[src/rtl/rtc_alarm_clock_pkg.sv]
// Shared definitions for the BCD alarm clock: the digit layout, digit limits,
// the ASCII base, and pure helpers for the BCD time arithmetic (write legality,
// digit write, one-second advance, 12h hour conversion).
package rtc_alarm_clock_pkg;

  typedef logic [2:0] digit_sel_t;
  typedef logic [3:0] bcd_t;

  // {hr_hi, hr_lo, min_hi, min_lo, sec_hi, sec_lo}, 24 bits, 24h format
  typedef struct packed {
    bcd_t hr_hi;
    bcd_t hr_lo;
    bcd_t min_hi;
    bcd_t min_lo;
    bcd_t sec_hi;
    bcd_t sec_lo;
  } hms_t;

  localparam digit_sel_t SEC_LO = 3'd0;
  localparam digit_sel_t SEC_HI = 3'd1;
  localparam digit_sel_t MIN_LO = 3'd2;
  localparam digit_sel_t MIN_HI = 3'd3;
  localparam digit_sel_t HR_LO  = 3'd4;
  localparam digit_sel_t HR_HI  = 3'd5;

  localparam logic [7:0] ASCII_ZERO   = 8'h30;
  localparam bcd_t       LO_MAX       = 4'd9;  // any low digit
  localparam bcd_t       HI_MAX       = 4'd5;  // tens of seconds / minutes
  localparam bcd_t       HR_HI_MAX    = 4'd2;
  localparam bcd_t       HR_LO_MAX_20 = 4'd3;  // hr_lo limit once hr_hi is 2
  localparam hms_t       HMS_ZERO     = 24'h000000;

  // A write is legal only if the register it lands in still holds a valid time.
  function automatic logic digit_legal(input digit_sel_t sel, input bcd_t val, input hms_t cur);
    logic ok;
    ok = 1'b0;
    case (sel)
      SEC_LO, MIN_LO: ok = (val <= LO_MAX);
      SEC_HI, MIN_HI: ok = (val <= HI_MAX);
      HR_LO:          ok = (cur.hr_hi == HR_HI_MAX) ? (val <= HR_LO_MAX_20) : (val <= LO_MAX);
      HR_HI:          ok = (val < HR_HI_MAX) || ((val == HR_HI_MAX) && (cur.hr_lo <= HR_LO_MAX_20));
      default:        ok = 1'b0;
    endcase
    return ok;
  endfunction

  function automatic hms_t write_digit(input hms_t cur, input digit_sel_t sel, input bcd_t val);
    hms_t n;
    n = cur;
    case (sel)
      SEC_LO:  n.sec_lo = val;
      SEC_HI:  n.sec_hi = val;
      MIN_LO:  n.min_lo = val;
      MIN_HI:  n.min_hi = val;
      HR_LO:   n.hr_lo  = val;
      HR_HI:   n.hr_hi  = val;
      default: n = cur;
    endcase
    return n;
  endfunction

  // One-second BCD ripple; 23:59:59 wraps to 00:00:00.
  function automatic hms_t advance(input hms_t t);
    hms_t n;
    n = t;
    if (t.sec_lo != LO_MAX) begin
      n.sec_lo = t.sec_lo + 4'd1;
    end else begin
      n.sec_lo = 4'd0;
      if (t.sec_hi != HI_MAX) begin
        n.sec_hi = t.sec_hi + 4'd1;
      end else begin
        n.sec_hi = 4'd0;
        if (t.min_lo != LO_MAX) begin
          n.min_lo = t.min_lo + 4'd1;
        end else begin
          n.min_lo = 4'd0;
          if (t.min_hi != HI_MAX) begin
            n.min_hi = t.min_hi + 4'd1;
          end else begin
            n.min_hi = 4'd0;
            if ((t.hr_hi == HR_HI_MAX) && (t.hr_lo == HR_LO_MAX_20)) begin
              n.hr_hi = 4'd0;
              n.hr_lo = 4'd0;
            end else if (t.hr_lo == LO_MAX) begin
              n.hr_lo = 4'd0;
              n.hr_hi = t.hr_hi + 4'd1;
            end else begin
              n.hr_lo = t.hr_lo + 4'd1;
            end
          end
        end
      end
    end
    return n;
  endfunction

  function automatic logic [4:0] hour_bin(input hms_t t);
    return (5'(t.hr_hi) * 5'd10) + 5'(t.hr_lo);
  endfunction

  function automatic logic is_pm(input hms_t t);
    return (hour_bin(t) >= 5'd12);
  endfunction

  // 12h hour digits as {hi, lo} BCD: 0 -> 12, 13..23 -> 1..11.
  function automatic logic [7:0] hour12_bcd(input hms_t t);
    logic [4:0] h;
    logic [4:0] dh;
    h = hour_bin(t);
    if (h == 5'd0) begin
      dh = 5'd12;
    end else if (h > 5'd12) begin
      dh = h - 5'd12;
    end else begin
      dh = h;
    end
    if (dh >= 5'd10) begin
      return {4'd1, 4'(dh - 5'd10)};
    end else begin
      return {4'd0, dh[3:0]};
    end
  endfunction

endpackage

[src/rtl/rtc_alarm_clock_if.sv]
// Digit-write bus of the alarm clock.
//  set_en  : one-cycle write strobe
//  set_tgt : 0 = time register, 1 = alarm register
//  sel     : digit index (0 sec_lo .. 5 hr_hi)
//  load    : BCD value
//  set_err : one-cycle pulse after a rejected write
interface rtc_alarm_clock_if;
  import rtc_alarm_clock_pkg::*;

  logic       set_en;
  logic       set_tgt;
  digit_sel_t sel;
  logic [3:0] load;
  logic       set_err;

  modport master (output set_en, set_tgt, sel, load, input set_err);
  modport slave  (input set_en, set_tgt, sel, load, output set_err);
endinterface

[src/rtl/rtc_alarm_clock_num2ascii.sv]
// One BCD digit to its ASCII character ('0' + digit).
//  digit : BCD value 0..9
//  ch    : ASCII code
module rtc_alarm_clock_num2ascii
  import rtc_alarm_clock_pkg::*;
(
  input  logic [3:0] digit,
  output logic [7:0] ch
);
  assign ch = ASCII_ZERO + {4'd0, digit};
endmodule

[src/rtl/rtc_alarm_clock.sv]
// HH:MM:SS BCD real-time clock with its own tick divider, per-digit set with
// range check, alarm with ring/ack/timeout and a 12/24h display path.
//  CLOCK_50, clr : clock, asynchronous active-high reset
//  run           : 1 = divider and time advance
//  bus           : digit-write bus (set_en/set_tgt/sel/load in, set_err out)
//  alarm_en/ack  : arm alarm / clear ringing
//  h12           : 12h display format
//  time_bcd, alarm_bcd, tick, ringing : registered state
//  disp_bcd, pm, ascii                : combinational display of time_bcd
module rtc_alarm_clock
  import rtc_alarm_clock_pkg::*;
#(
  parameter int CLK_FREQ  = 50_000_000,
  parameter int TICK_HZ   = 1,
  parameter int RING_SECS = 60
) (
  input  logic               CLOCK_50,
  input  logic               clr,
  input  logic               run,
  rtc_alarm_clock_if.slave   bus,
  input  logic               alarm_en,
  input  logic               alarm_ack,
  input  logic               h12,
  output logic [23:0]        time_bcd,
  output logic [23:0]        alarm_bcd,
  output logic [23:0]        disp_bcd,
  output logic               pm,
  output logic [47:0]        ascii,
  output logic               tick,
  output logic               ringing
);

  localparam int         DIV       = CLK_FREQ / TICK_HZ;
  localparam int         DIV_W     = (DIV > 1) ? $clog2(DIV) : 1;
  localparam logic [7:0] RING_LAST = 8'(RING_SECS);

  logic [DIV_W-1:0] div_r;
  logic             tick_r;
  hms_t             time_r;
  hms_t             alarm_r;
  logic             ringing_r;
  logic [7:0]       ring_cnt_r;
  logic             set_err_r;

  hms_t       write_cur_s;
  logic       legal_s;
  logic       time_wr_s;
  logic       alarm_wr_s;
  logic       div_last_s;
  logic       adv_s;
  logic       match_s;
  logic       ring_clr_s;
  logic [7:0] hr12_s;

  // Legality is judged against the register being written.
  assign write_cur_s = bus.set_tgt ? alarm_r : time_r;
  assign legal_s     = digit_legal(bus.sel, bus.load, write_cur_s);
  assign time_wr_s   = bus.set_en && legal_s && !bus.set_tgt;
  assign alarm_wr_s  = bus.set_en && legal_s && bus.set_tgt;
  assign div_last_s  = run && (div_r == DIV_W'(DIV - 1));
  // A time write wins over a coinciding advance, which is then lost.
  assign adv_s       = div_last_s && !time_wr_s;
  // tick_r marks the cycle right after an advance, so only tick-driven
  // changes of time can start the alarm.
  assign match_s     = tick_r && alarm_en && (time_r == alarm_r);
  assign ring_clr_s  = alarm_ack || !alarm_en
                       || (ringing_r && tick_r && ((ring_cnt_r + 8'd1) == RING_LAST));

  // Divider and tick pulse
  always_ff @(posedge CLOCK_50 or posedge clr) begin
    if (clr) begin
      div_r  <= {DIV_W{1'b0}};
      tick_r <= 1'b0;
    end else if (time_wr_s) begin
      div_r  <= {DIV_W{1'b0}};
      tick_r <= 1'b0;
    end else if (run) begin
      div_r  <= div_last_s ? {DIV_W{1'b0}} : (div_r + DIV_W'(1));
      tick_r <= div_last_s;
    end else begin
      div_r  <= div_r;
      tick_r <= 1'b0;
    end
  end

  // Time register: write, else advance, else hold
  always_ff @(posedge CLOCK_50 or posedge clr) begin
    if (clr) begin
      time_r <= HMS_ZERO;
    end else if (time_wr_s) begin
      time_r <= write_digit(time_r, bus.sel, bus.load);
    end else if (adv_s) begin
      time_r <= advance(time_r);
    end else begin
      time_r <= time_r;
    end
  end

  // Alarm register
  always_ff @(posedge CLOCK_50 or posedge clr) begin
    if (clr) begin
      alarm_r <= HMS_ZERO;
    end else if (alarm_wr_s) begin
      alarm_r <= write_digit(alarm_r, bus.sel, bus.load);
    end else begin
      alarm_r <= alarm_r;
    end
  end

  // Ringing flag and ring-duration counter; clearing beats a new match
  always_ff @(posedge CLOCK_50 or posedge clr) begin
    if (clr) begin
      ringing_r  <= 1'b0;
      ring_cnt_r <= 8'd0;
    end else if (ring_clr_s) begin
      ringing_r  <= 1'b0;
      ring_cnt_r <= 8'd0;
    end else if (ringing_r && tick_r) begin
      ring_cnt_r <= ring_cnt_r + 8'd1;
    end else if (match_s) begin
      ringing_r  <= 1'b1;
      ring_cnt_r <= 8'd0;
    end else begin
      ringing_r  <= ringing_r;
      ring_cnt_r <= ring_cnt_r;
    end
  end

  // Rejected-write pulse
  always_ff @(posedge CLOCK_50 or posedge clr) begin
    if (clr) begin
      set_err_r <= 1'b0;
    end else begin
      set_err_r <= bus.set_en && !legal_s;
    end
  end

  assign time_bcd    = time_r;
  assign alarm_bcd   = alarm_r;
  assign tick        = tick_r;
  assign ringing     = ringing_r;
  assign bus.set_err = set_err_r;

  assign hr12_s   = hour12_bcd(time_r);
  assign disp_bcd = h12 ? {hr12_s, time_r[15:0]} : time_r;
  assign pm       = is_pm(time_r);

  for (genvar g = 0; g < 6; g++) begin : g_ascii
    rtc_alarm_clock_num2ascii u_n2a (
      .digit (disp_bcd[4*g +: 4]),
      .ch    (ascii[8*g +: 8])
    );
  end

endmodule

[src/flat_wrapper.sv]
// flat-port wrapper written by rule: the top's interface ports become plain ports
module rtc_alarm_clock_flat import rtc_alarm_clock_pkg::*;
#(
  parameter int CLK_FREQ  = 50_000_000,
  parameter int TICK_HZ   = 1,
  parameter int RING_SECS = 60
)
  (CLOCK_50, clr, run, alarm_en, alarm_ack, h12, time_bcd, alarm_bcd, disp_bcd, pm, ascii, tick, ringing, bus_set_en, bus_set_tgt, bus_sel, bus_load, bus_set_err);
  rtc_alarm_clock_if bus_i ();
  input  logic CLOCK_50;
  input  logic clr;
  input  logic run;
  input  logic alarm_en;
  input  logic alarm_ack;
  input  logic h12;
  output logic [23:0] time_bcd;
  output logic [23:0] alarm_bcd;
  output logic [23:0] disp_bcd;
  output logic pm;
  output logic [47:0] ascii;
  output logic tick;
  output logic ringing;
  input wire logic [$bits(bus_i.set_en)-1:0] bus_set_en;
  input wire logic [$bits(bus_i.set_tgt)-1:0] bus_set_tgt;
  input wire logic [$bits(bus_i.sel)-1:0] bus_sel;
  input wire logic [$bits(bus_i.load)-1:0] bus_load;
  output wire logic [$bits(bus_i.set_err)-1:0] bus_set_err;
  assign bus_i.set_en = bus_set_en;
  assign bus_i.set_tgt = bus_set_tgt;
  assign bus_i.sel = bus_sel;
  assign bus_i.load = bus_load;
  assign bus_set_err = bus_i.set_err;
  rtc_alarm_clock #(.CLK_FREQ(CLK_FREQ), .TICK_HZ(TICK_HZ), .RING_SECS(RING_SECS)) u_core (.CLOCK_50(CLOCK_50), .clr(clr), .run(run), .bus(bus_i), .alarm_en(alarm_en), .alarm_ack(alarm_ack), .h12(h12), .time_bcd(time_bcd), .alarm_bcd(alarm_bcd), .disp_bcd(disp_bcd), .pm(pm), .ascii(ascii), .tick(tick), .ringing(ringing));
endmodule
[config.mk]
export PLATFORM = sky130hd
export DESIGN_NAME = rtc_alarm_clock_flat
export DESIGN_NICKNAME = d
export VERILOG_FILES = /design/src/rtl/rtc_alarm_clock_pkg.sv /design/src/rtl/rtc_alarm_clock_if.sv /design/src/rtl/rtc_alarm_clock_num2ascii.sv /design/src/rtl/rtc_alarm_clock.sv /design/src/flat_wrapper.sv
export SDC_FILE = /design/constraint.sdc
export NUM_CORES = 1
export LEC_CHECK = 0
export CORE_ASPECT_RATIO = 2
export CORE_UTILIZATION = 57
export CTS_BUF_LIST = sky130_fd_sc_hd__clkbuf_4
export DETAILED_ROUTE_END_ITERATION = 12
export PLACE_DENSITY = 0.95
export REMOVE_ABC_BUFFERS = 1
export SYNTH_ARGS = -nofsm -noshare
export SYNTH_HDL_FRONTEND = slang
export SYNTH_SLANG_ARGS = --single-unit
[constraint.sdc]
create_clock -name CLOCK_50 -period 6.7 [get_ports CLOCK_50]
set_input_delay 1.34 -clock CLOCK_50 [delete_from_list [all_inputs] [get_ports CLOCK_50]]
set_output_delay 1.34 -clock CLOCK_50 [all_outputs]
set_load 0.05 [all_outputs]
== Yosys cells after proc, flatten, opt, wreduce, memory -nomap -nowiden ==
Cells that the tools add are included.
Word-level totals
  output and inout bits: 124
  bits of input ports: 15
  register bits after elaboration: 85
Cells by class
  reductions and logical operators: 41
  add/subtract/negate cells: 17
  mux-type cells: 37
  $lt $le $gt $ge: 8
  equality and inequality tests: 28
  $mul: 1
Operators by type and width (number)
  $mux W24: 4
  $mux W26: 3
  $mux W4: 12
  $add A6 B4 Y7 const A: 6
  $mux W8: 5
  $add A26 B1 Y26 const B: 1
  $eq A26 B26 Y1 const B: 1
  $add A4 B1 Y4 const B: 6
  $eq A24 B24 Y1: 1
  $mux W20: 1
  $eq A4 B2 Y1 const B: 4
  $mux W16: 1
  $reduce_and A2 Y1: 8
  $mux W5: 3
  $logic_and A1 B1 Y1: 12
  $mux W12: 1
  $ne A2 B2 Y1 const B: 6
  $ge A5 B4 Y1 const B: 2
  $ne A2 B1 Y1 const B: 5
  $add A8 B1 Y8 const B: 1
  $eq A8 B6 Y1 const B: 1
  $le A4 B2 Y1 const B: 2
  $ne A4 B3 Y1 const B: 2
  $ne A4 B4 Y1 const B: 2
  other kinds (26): 42

== Logic depth before layout (Yosys ltp) ==
  depth after elaboration: 11
  gate-level depth with buffers: 13
  depth with buffers taken out: 12

== Modules after synthesis ==
A second synthesis with hierarchy kept.
Second synthesis, totals
  cell total of the unflattened synthesis: 690
  area total of the unflattened synthesis: 6008.3 sq um
By module, submodules not included
  rtc_alarm_clock: area each 5602.9 sq um, sequential area each 2127.0 sq um, cells an instance 630, times used 1
  rtc_alarm_clock_num2ascii: area each 67.6 sq um, sequential area each 0.0 sq um, cells an instance 10, times used 6

== Worst setup path after synthesis ==
OpenSTA, ideal clock, no wires.
  kind: reg-to-output
  from: register u_core.time_r (netlist bit u_core.time_bcd[20])
  to: output disp_bcd[19]
  arrival time: 4.473 ns
  setup slack: 0.887 ns
  stages on the path, launching flop included: 13
  cell sequence: dfrtp_1 > ha_1 > ha_1 > xor2_1 > ha_1 > or3b_2 > a21oi_1 > or2_2 > a21oi_1 > ha_1 > or3b_1 > a21oi_1 > buf_4
Between the ends
  cells in the longest elaborated chain, start to end: 8
Ends and longest elaborated chain
  start, declared: line rtc_alarm_clock.sv:39  | hms_t time_r;
  start signal, assigned: line rtc_alarm_clock.sv:91  | time_r <= write_digit(time_r, bus.sel, bus.load);
  start signal, assigned: line rtc_alarm_clock.sv:93  | time_r <= advance(time_r);
  start signal, assigned: line rtc_alarm_clock.sv:95  | time_r <= time_r;
  $mul A4 B3 Y4 (*): line rtc_alarm_clock_pkg.sv:99  | return (5'(t.hr_hi) * 5'd10) + 5'(t.hr_lo);
  $add A5 B4 Y5 (*): line rtc_alarm_clock_pkg.sv:99
  $sub A5 B4 Y5 or $gt A5 B4 Y1 (tied branches): line rtc_alarm_clock_pkg.sv:114, rtc_alarm_clock_pkg.sv:113
  $mux W5: line rtc_alarm_clock_pkg.sv:113  | end else if (h > 5'd12) begin
  $mux W5 (*): line rtc_alarm_clock_pkg.sv:111  | if (h == 5'd0) begin
  $sub A4 B4 Y4 or $ge A5 B4 Y1 (tied branches): line rtc_alarm_clock_pkg.sv:119, rtc_alarm_clock_pkg.sv:118
  $mux W5 (*): line rtc_alarm_clock_pkg.sv:118  | if (dh >= 5'd10) begin
  $mux W24 (*): line rtc_alarm_clock.sv:145  | assign disp_bcd = h12 ? {hr12_s, time_r[15:0]} : time_r;
  end, declared: line flat_wrapper.sv:18  | output logic [23:0] disp_bcd;
Every way passes the cells marked *; elsewhere a longest branch is shown, timed or not.

== Worst setup path in the final report ==
  from: register u_core.time_r (netlist bit u_core.time_bcd[20])
  to: output disp_bcd[17]
The elaborated chain is that of the path after synthesis.

==> impl_metrics.yaml <==
placement:
  numPortBuffers: 114
  gp_congestion: 0.9204
  dp_hpwl_um: 12770
critical_path:
  reg2reg_to: "u_core.div_r[23]$_DFFE_PP0P_"
  critical-path-top-delay-family: "adder cells"
  r2r_slack_ns: 3.66
  worstPathArrival_ns: 4.81
  critPathMaxFanout: 10
  critPathLaunchType: "register"
  critPathKind: "reg2out"
  slowest_delay_ns: 0.81
  timing.critical_path.mode_cell: "ha_1"
  cp_cell_sequence: "ha_1 > ha_1 > xor2_1 > inv_1 > ha_1 > nor3b_1 > or2_2 > a21oi_1 > ha_1 > o41ai_2 > a2111o_1 > nand3_1 > clkdlybuf4s50_1"
  reg2reg_from: "u_core.time_bcd[20]$_DFFE_PP0P_"
  path_buf_inv: 2
  critPathCaptureType: "output pin"
  reg2reg_depth: 7
  cp_data_required_time_ns: 5.36
  crit_slowest_cell: "clkdlybuf4s50_1"
timing:
  rsz0062_at_grt: "false"
  fin_crit_sh_pct: 91.80
  hold_viol: 0
  drv_slew: 0
  maxSlewHeadroom_pct: 39.36
  finalSetupTns_ns: 0
  worstMarginPinSlew_ns: 0.9057
  fin_crit_ns: 6.151
  finClkSkew_ns: 0.02397
  max_freq_ghz: 0.1626
  holdWs_ns: 0.5524
  setup_viol: 0
layout:
  syn2layout_area_growth_pct: 14.85
  mostFrequentLayoutCells: "114 x clkdlybuf4s50_1, 85 x dfrtp_1, 62 x nand2_1, 43 x nand3_1, 42 x nor2_1"
  multi_input_area_um2: 3576
  register_area_um2: 2127
  fillerInstances: 864
  layout_commonest_cell: "clkdlybuf4s50_1"
  layout-drive-gt1-share_pct: 7.564
  nNetsFinal: 803
logic_synthesis:
  ys_seq_elements: 85
  synth-xor-area-share_pct: 5.761
  post_synth_mux_area_share_pct: 5.900
  netlist_area_um2: 6320
  synth_fa_ha_area_share_pct: 2.693
  synthFlopType: "dfrtp_1"
  synth_cell_type_count: 80
  yosysSeqAreaShare_pct: 33.66
  synth_edf_count: 0
  syn_avg_cell_area_um2: 8.717
  synth_top_family_by_area: "simple AND/OR/NAND/NOR gates"
  ys_warn_count: 0
  syn_inst: 725
  synth-compound-area-share_pct: 15.15
  synthArstFlopShare_pct: 100.0
  synthSimpleGateAreaFrac_pct: 25.42
grt:
  antenna_found_initial: 1
  grt_pass1_vias: 5692
  grt_max_degree: 61
  grt_pass1_wl_um: 28580
  grt_overflow: 0
  grtUsageTotal_pct: 31.17
clocking:
  cts_buffer_depth: 2
  cts_tree: "built"
  hold_buffers: 0
  cts-root-buf: "clkbuf_4"
  cts_sinks: 85
  cts_buffers: 9
  htreeDepth: 3
  cts.reportedPaths.clkPinSlew_ns: 0.14
  clock_latency_ns: 0.47
  post_cts_buffers: 0
  postCtsResizedCells: 0
worst_hold_path:
  whs_path_depth: 2
  worst_hold_path_type: "reg2reg"
  hold_end: "u_core.alarm_bcd[14]$_DFFE_PP0P_"
  hp-start: "u_core.alarm_bcd[14]$_DFFE_PP0P_"
floorplan:
  std_cell_rows: 54
  core_area_um2: 10880
  io_pins: 139
  die_area_um2: 11540
  die_h_um: 150.9
  die_x_um: 76.46
  initial_core_util_pct: 58.10
drt:
  drt_iter0_drc: 834
  wl_per_cell_um: 19.04
  routed_wl_um: 17540
  dr.pass1.iters: 7
  viasPerCell: 6.493
  vias: 5980
  drc: 0
  antenna_left: 0
outcome:
  status: "completed"
flow_run:
  drv_cap: 0
power:
  ir_drop_uv: 456.4
  p_leak_nw: 3.068
  power_density_nw_per_um2: 304.8
==> metrics by stage <==
| stage | area [um2] | utilization (%) | setup slack, ns | total power, W | std cells |
|---|---|---|---|---|---|
| 2_1_floorplan | 5771 | - | 0.5664 | 0.001536 | 646 |
| 3_3_place_gp | 7133 | 65.57 | 1.191 | 0.001892 | 904 |
| 3_5_place_dp | 7133 | 65.57 | 1.052 | 0.001925 | 904 |
| 4_1_cts | 7256 | 66.70 | 0.5416 | 0.002198 | 920 |
| 5_1_grt | 7258 | 66.72 | 0.2691 | 0.002311 | 921 |
| 6_report | 7258 | 66.72 | 0.5493 | 0.002212 | 921 |
==> cell usage after synthesis (all sizes together) (4+ instances only) <==
cell type	count	area share, %
a211oi	5	0.59
a21boi	4	0.48
a21oi	31	2.5
a22oi	7	0.83
a31oi	4	0.49
and2	12	1.2
and3	13	1.3
and4	4	0.55
buf	76	8.5
clkbuf	25	1.5
dfrtp	85	34
ha	12	2.4
inv	21	1.2
mux2	18	3.2
mux2i	17	2.7
nand2	62	3.7
nand2b	5	0.49
nand3	44	3.6
nand3b	5	0.59
nand4	23	2.4
nand4b	5	0.69
nor2	42	2.5
nor2b	9	0.89
nor3	16	1.3
nor3b	6	0.71
nor4	13	1.9
nor4bb	4	0.63
o211ai	11	1.4
o21ai	37	2.9
or3	6	0.67
or4	6	0.77
xnor2	29	4.0
xor2	10	1.4
==> metal layers <==
| metal | up-vias | track usage (%) | wire length, um |
|---|---|---|---|
| met5 | - | 0 | 0 |
| met4 | 0 | 18.65 | 905 |
| met3 | 84 | 4.398 | 1053 |
| met2 | 357 | 57.30 | 9479 |
| met1 | 2889 | 33.60 | 6097 |
| li1 | 2650 | - | - |
==> worst reg2reg max path, stage by stage, from the launching register on <==
cell	delay, ns
dfrtp_1	0.52
nor4_1	0.37
a22oi_1	0.16
o221a_2	0.33
o21ai_4	0.52
buf_4	0.43
nand2_1	0.36
a21oi_1	0.26
==> worst max-delay path by stage <==
stage | start | end | slack, ns | cells after the start
2_1_floorplan | u_core.time_bcd[20]$_DFFE_PP0P_ | ascii[35] | 0.57 | 11
3_5_place_dp | u_core.time_bcd[20]$_DFFE_PP0P_ | disp_bcd[17] | 1.05 | 13
6_report | u_core.time_bcd[20]$_DFFE_PP0P_ | disp_bcd[17] | 0.55 | 13
5_1_grt | u_core.time_bcd[20]$_DFFE_PP0P_ | ascii[35] | 0.27 | 12
3_3_place_gp | u_core.time_bcd[20]$_DFFE_PP0P_ | disp_bcd[18] | 1.19 | 13
4_1_cts | u_core.time_bcd[20]$_DFFE_PP0P_ | disp_bcd[17] | 0.54 | 13
==> cells by family (layout without fill, tap and decap cells) <==
| group | Yosys count | in the layout |
|---|---|---|
| adder cells (fa/ha/maj) | 13 | 13 |
| multiplexers | 35 | 35 |
| other | 2 | 25 |
| flip-flops | 85 | 85 |
| buffers and inverters | 123 | 156 |
| XOR/XNOR | 40 | 40 |
| AND/OR/NAND/NOR | 287 | 287 |
| AO/OA/AOI/OAI | 140 | 140 |
==> where the power goes <==
part           switching (W)  leakage, nW  internal (W)
logic               0.000827         1.90      0.000421
clock network       0.000200       0.0557     0.0000827
registers           0.000116         1.11      0.000565
total                0.00114         3.07       0.00107
==> sequential cells by signal, indices dropped and copies added (netlist names) <==
name,flops
u_core.alarm_bcd,24
u_core.bus.set_err,1
u_core.div_r,26
u_core.ring_cnt_r,8
u_core.ringing,1
u_core.tick,1
u_core.time_bcd,24
==> layout make-up <==
type | count | share of cell area (%)
clock buffers | 10 | 1.034
flip-flops and latches | 85 | 29.31
multi-input cells | 539 | 49.27
diodes | 1 | 0.03448
repair buffers | 118 | 16.14
inverters | 22 | 1.155
well taps | 140 | 2.413
clock inverters | 6 | 0.6551
Note: power is estimated with default switching activity, not from simulation.
